## config.mk

```make
export PLATFORM = sky130hd
export DESIGN_NAME = tns_enc_21_seq
export DESIGN_NICKNAME = d
export VERILOG_FILES = /design/src/rtl/tns_enc_21_seq.sv
export SDC_FILE = /design/constraint.sdc
export NUM_CORES = 1
export LEC_CHECK = 0
export ABC_AREA = 1
export CORE_MARGIN = 2
export CORE_UTILIZATION = 40
export DETAILED_ROUTE_END_ITERATION = 7
export DONT_BUFFER_PORTS = 1
export GPL_ROUTABILITY_DRIVEN = 1
export GPL_TIMING_DRIVEN = 0
export SLEW_MARGIN = 20
export SYNTH_ARGS = -nofsm -noshare
export SYNTH_HDL_FRONTEND = slang
export SYNTH_SLANG_ARGS = --single-unit
```

## constraint.sdc

```tcl
create_clock -name clk -period 2.3 [get_ports clk]
set_input_delay 0.345 -clock clk [delete_from_list [all_inputs] [get_ports clk]]
set_output_delay 0.345 -clock clk [all_outputs]
set_load 0.005 [all_outputs]
```

## src/rtl/tns_enc_21_seq.sv

```systemverilog
// Multi-cycle greedy Tribonacci-numeral-system encoder: `BLEN07-bit binary word -> 21-bit TNS codeword.
// Resolves STEPS_PER_CYCLE code bits per clock, MSB first, with valid/ready handshakes on both sides.
`ifndef TNS_VH
`define TNS_VH
`define BLEN07  19
`define TNS01_C 1
`define TNS01_B 2
`define TNS01_A 4
`define TNS02_C 7
`define TNS02_B 13
`define TNS02_A 24
`define TNS03_C 44
`define TNS03_B 81
`define TNS03_A 149
`define TNS04_C 274
`define TNS04_B 504
`define TNS04_A 927
`define TNS05_C 1705
`define TNS05_B 3136
`define TNS05_A 5768
`define TNS06_C 10609
`define TNS06_B 19513
`define TNS06_A 35890
`define TNS07_C 66012
`define TNS07_B 121415
`define TNS07_A 223317
`endif

module tns_enc_21_seq #(
  parameter int STEPS_PER_CYCLE = 1
) (
  input  logic                clk,
  input  logic                rst,
  input  logic                in_valid,
  output logic                in_ready,
  input  logic [`BLEN07-1:0]  datain,
  output logic                out_valid,
  input  logic                out_ready,
  output logic [20:0]         codeout,
  output logic                err
);

  localparam int unsigned RW = `BLEN07 + 2;

  typedef enum logic [1:0] {IDLE, RUN, DONE} state_t;

  function automatic logic [RW-1:0] weight(input logic [4:0] k);
    case (k)
      5'd20:   weight = RW'(`TNS07_A);
      5'd19:   weight = RW'(`TNS07_B);
      5'd18:   weight = RW'(`TNS07_C);
      5'd17:   weight = RW'(`TNS06_A);
      5'd16:   weight = RW'(`TNS06_B);
      5'd15:   weight = RW'(`TNS06_C);
      5'd14:   weight = RW'(`TNS05_A);
      5'd13:   weight = RW'(`TNS05_B);
      5'd12:   weight = RW'(`TNS05_C);
      5'd11:   weight = RW'(`TNS04_A);
      5'd10:   weight = RW'(`TNS04_B);
      5'd9:    weight = RW'(`TNS04_C);
      5'd8:    weight = RW'(`TNS03_A);
      5'd7:    weight = RW'(`TNS03_B);
      5'd6:    weight = RW'(`TNS03_C);
      5'd5:    weight = RW'(`TNS02_A);
      5'd4:    weight = RW'(`TNS02_B);
      5'd3:    weight = RW'(`TNS02_C);
      5'd2:    weight = RW'(`TNS01_A);
      5'd1:    weight = RW'(`TNS01_B);
      default: weight = RW'(`TNS01_C);
    endcase
  endfunction

  function automatic logic [RW-1:0] weight_sum();
    logic [RW-1:0] acc;
    acc = '0;
    for (int unsigned i = 0; i < 21; i++) acc = acc + weight(5'(i));
    return acc;
  endfunction

  localparam logic [RW-1:0] TNS_SUM = weight_sum();

  if (STEPS_PER_CYCLE != 1 && STEPS_PER_CYCLE != 3) begin : g_bad_steps
    $error("tns_enc_21_seq: STEPS_PER_CYCLE must be 1 or 3");
  end

  state_t        state;
  logic [RW-1:0] rem;
  logic [4:0]    idx;

  logic [RW-1:0] step_rem;
  logic [20:0]   step_code;
  logic [4:0]    k;
  logic          last;

  // Chained greedy subtraction over bits idx .. idx-STEPS_PER_CYCLE+1 within one cycle.
  always_comb begin
    step_rem  = rem;
    step_code = codeout;
    k         = idx;
    for (int unsigned s = 0; s < STEPS_PER_CYCLE; s++) begin
      k = idx - 5'(s);
      if (step_rem >= weight(k)) begin
        step_code[k] = 1'b1;
        step_rem     = step_rem - weight(k);
      end else begin
        step_code[k] = 1'b0;
      end
    end
  end

  assign last = (idx < 5'(STEPS_PER_CYCLE));

  always_ff @(posedge clk) begin
    if (rst) begin
      state     <= IDLE;
      in_ready  <= 1'b1;
      out_valid <= 1'b0;
      codeout   <= '0;
      err       <= 1'b0;
      rem       <= '0;
      idx       <= 5'd20;
    end else begin
      case (state)
        IDLE: begin
          if (in_valid) begin
            codeout  <= '0;
            idx      <= 5'd20;
            in_ready <= 1'b0;
            if ({2'b00, datain} > TNS_SUM) begin
              err       <= 1'b1;
              out_valid <= 1'b1;
              state     <= DONE;
            end else begin
              rem   <= {2'b00, datain};
              err   <= 1'b0;
              state <= RUN;
            end
          end
        end
        RUN: begin
          codeout <= step_code;
          rem     <= step_rem;
          if (last) begin
            out_valid <= 1'b1;
            state     <= DONE;
            assert (step_rem == '0)
              else $error("tns_enc_21_seq: nonzero remainder at end of RUN");
          end else begin
            idx <= idx - 5'(STEPS_PER_CYCLE);
          end
        end
        DONE: begin
          if (out_ready) begin
            out_valid <= 1'b0;
            in_ready  <= 1'b1;
            state     <= IDLE;
          end
        end
        default: state <= IDLE;
      endcase
    end
  end

endmodule

```

==> flow_metrics.py <==
metrics = {
    "routing": {
        "post_drt_wl_per_cell_um": 14.7,
        "vias": 4904,
        "detail-route-antenna-nets": 0,
        "drtIter0Drc": 314,
        "via_per_inst": 5.00,
        "wl_mm": 14.4,
        "drcViolationCount": 0,
        "dr.pass1.iters": 5,
    },
    "yosys": {
        "async_flop_share_pct": 0,
        "synth.avg_cell_area_um2": 6.07,
        "ys_warn_count": 0,
        "ys_ff_latch": 70,
        "syn_inst": 813,
        "synth.distinct_cells": 41,
        "post-synth-top-area-cell": "dfxtp_1",
        "synth_seq_area_share_pct": 28.4,
        "syn_area_mm2": 0.00494,
        "ys_top_cells_by_area": "dfxtp_1 (28%), nand2_1 (20%), inv_1 (9.5%)",
        "synth_top_area_share_pct": 28.4,
        "synth-edff-count": 0,
        "synth_fp_nets": 866,
        "synthFlopType": "dfxtp_1",
    },
    "floorplan": {
        "core_mm2": 0.0120,
        "io_pins": 47,
        "start_util_pct": 41.1,
        "fp.dieW_um": 115,
        "dieArea_mm2": 0.0132,
        "rows": 40,
        "fp.dieH_um": 115,
    },
    "clock_tree": {
        "cts_htree_levels": 3,
        "cts_root_buffer": "clkbuf_16",
        "clock_path_buffers": 2,
        "insertion_delay_ns": 0.34,
        "cts.sinks": 70,
        "cts-buffers-inserted": 9,
        "cts_tree": "built",
        "cts.clk_slew.worst_paths_ns": 0.06,
    },
    "critical_path": {
        "startpoint_type": "flip-flop",
        "rr_worst_depth": 15,
        "crit_required_ns": 2.58,
        "rrSetupSlack_ns": 0.18,
        "crit_fanout": 10,
        "endpoint_kind": "flip-flop",
        "critPathKind": "reg -> reg",
        "worstPathArrival_ns": 2.41,
        "r2r_start": "idx[2]$_SDFFE_PP1N_",
    },
    "timing": {
        "fmax_ghz": 0.472,
        "fin_crit_sh_pct": 92.2,
        "setup_viol": 0,
        "slew_headroom_pct": 51.3,
        "maxSlewViolCount": 0,
        "finalCriticalPeriod_ns": 2.12,
        "hold_viol": 0,
        "rsz0062_at_grt": "no",
        "tightest_slew_ns": 0.731,
        "fin_skew_ns": 0.0105,
    },
    "global_route": {
        "grt_pass1_wl_mm": 23.3,
        "grtUsageTotal_pct": 22.6,
        "grt_max_degree": 15,
        "grt_antenna_before_repair": 0,
        "first_global_vias": 4668,
        "grt_overflow_total": 0,
    },
    "hold_path": {
        "holdCritStartpoint": "out_ready",
        "hold_class": "in -> reg",
        "min_to": "state[1]$_SDFFE_PP0P_",
        "whs_path_depth": 3,
    },
    "final_layout": {
        "nets": 882,
        "area_delta_synth_final_pct": 18.0,
        "drive_gt1_share_pct": 13.4,
        "n_antenna_cell": 0,
        "layout_common_cells": "nand2_1 (246), inv_1 (123), nor2_1 (68)",
        "fillers": 1258,
        "final_cells": 981,
        "finish.utilization_pct": 48.5,
        "mostFrequentLayoutCell": "nand2_1",
    },
    "power_and_ir_drop": {
        "power_density_mw_per_mm2": 1020,
        "p_leak_uw": 0.00288,
        "irDropWorstVdd_mv": 0.428,
    },
    "placed_design": {
        "place_hpwl_mm": 11.1,
        "port_buffers": 0,
        "dp_cells": 960,
        "gp_congestion": 0.909,
    },
    "run": {
        "cap_violations": 0,
    },
    "status": {
        "outcome": "finished clean",
    },
}
==> per-layer routing <==
| metal | track usage (%) | part of all wire [%] | routed length [um] | vias to the layer above |
|---|---|---|---|---|
| met4 | 8.03 | 2.1 | 301 | 0 |
| met1 | 30.2 | 46 | 6710 | 2188 |
| met3 | 4.16 | 5.5 | 794 | 25 |
| met2 | 36.7 | 46 | 6630 | 106 |
| li1 | - | - | - | 2585 |
| met5 | 0 | 0 | 0 | - |
==> report_power, final <==
part | internal [uW] | switching, uW | total (uW)
Sequential | 1380 | 121 | 1500
Combinational | 1050 | 1820 | 2860
Clock | 967 | 601 | 1570
Total | 3390 | 2540 | 5930
==> synthesized netlist by cell type (3+ instances only) <==
library cell and number:
buf_2 3, nor2_1 78, dfxtp_1 70, nand2_1 258
nand4_1 13, nand2_2 7, nor3_1 4, buf_4 4
o21bai_1 6, nor2_2 5, a21oi_1 55, or2_2 5
nand3_1 59, o21ai_0 38, inv_2 3, inv_1 125
ha_1 29, xor2_1 3, o21ai_1 8, nand3b_1 5
clkbuf_1 11
==> cell families (layout without fill, tap and decap cells) <==
family          Yosys count  in the layout  share of synthesized area [%]
simple gates            439            439                           37.7
buf+inv                 153            174                           12.4
compound gates          116            116                           12.8
flops                    70             70                           28.4
fa+ha+maj                30             30                           7.75
xor+xnor                  5              5                          0.887
==> metrics by stage <==
stage | cell area (um2) | hold slack (ns) | setup TNS (ns) | setup slack (ns) | power [uW]
after floorplan | 4940 | 0.442 | 0 | 0.246 | 3360
after global placement | 5120 | 0.460 | -3.87 | -0.206 | 3960
after detailed placement | 5120 | 0.463 | -4.16 | -0.230 | 3970
after CTS | 5550 | 0.175 | 0 | 0.00467 | 5660
after global routing | 5830 | 0.192 | 0 | 0.000977 | 6400
final | 5830 | 0.183 | 0 | 0.179 | 5930
==> how the worst max path moves through the flow <==
| stage | startpoint | endpoint | slack, ns | cells after the start |
|---|---|---|---|---|
| floorplan | idx[2]$_SDFFE_PP1N_ | flip-flop | 0.25 | 14 |
| global placement | idx[2]$_SDFFE_PP1N_ | flip-flop | -0.21 | 14 |
| detailed placement | idx[2]$_SDFFE_PP1N_ | flip-flop | -0.23 | 14 |
| CTS | flip-flop | rem[0]$_SDFFE_PP0P_ | 0.005 | 16 |
| global route | flip-flop | rem[0]$_SDFFE_PP0P_ | 0.001 | 16 |
| finish | idx[2]$_SDFFE_PP1N_ | flip-flop | 0.18 | 15 |
==> area by class of cell <==
cell class | instances | area [um2] | area share, %
clock buffer | 9 | 225 | 3.87
multi-input combinational | 590 | 3240 | 55.6
sequential | 70 | 1410 | 24.1
tap | 147 | 184 | 3.16
buffer | 22 | 131 | 2.26
timing repair buffer | 5 | 37.5 | 0.644
clock inverter | 7 | 106 | 1.83
inverter | 131 | 499 | 8.57
==> what timing repair did <==
item | CTS | global route
resized for setup | 20 | 51
buffers inserted | 1 | 4
endpoints found under the setup margin | 44 | 51
pin swaps | 1 | 5
hold buffers | 0 | 0
==> worst max-delay path, stage by stage (launching register included) <==
cell and delay, ns:
dfxtp_2 0.36, inv_4 0.10, nand2_2 0.08, nor2_2 0.14
nand2_2 0.06, nand2_2 0.08, nand2_2 0.07, buf_6 0.15
o21ai_4 0.17, nand2_4 0.11, inv_1 0.12, ha_2 0.23
inv_1 0.07, o21ai_1 0.17, nand3_1 0.09, nand2_1 0.06
No activity file was read; power rests on OpenSTA's default activity.
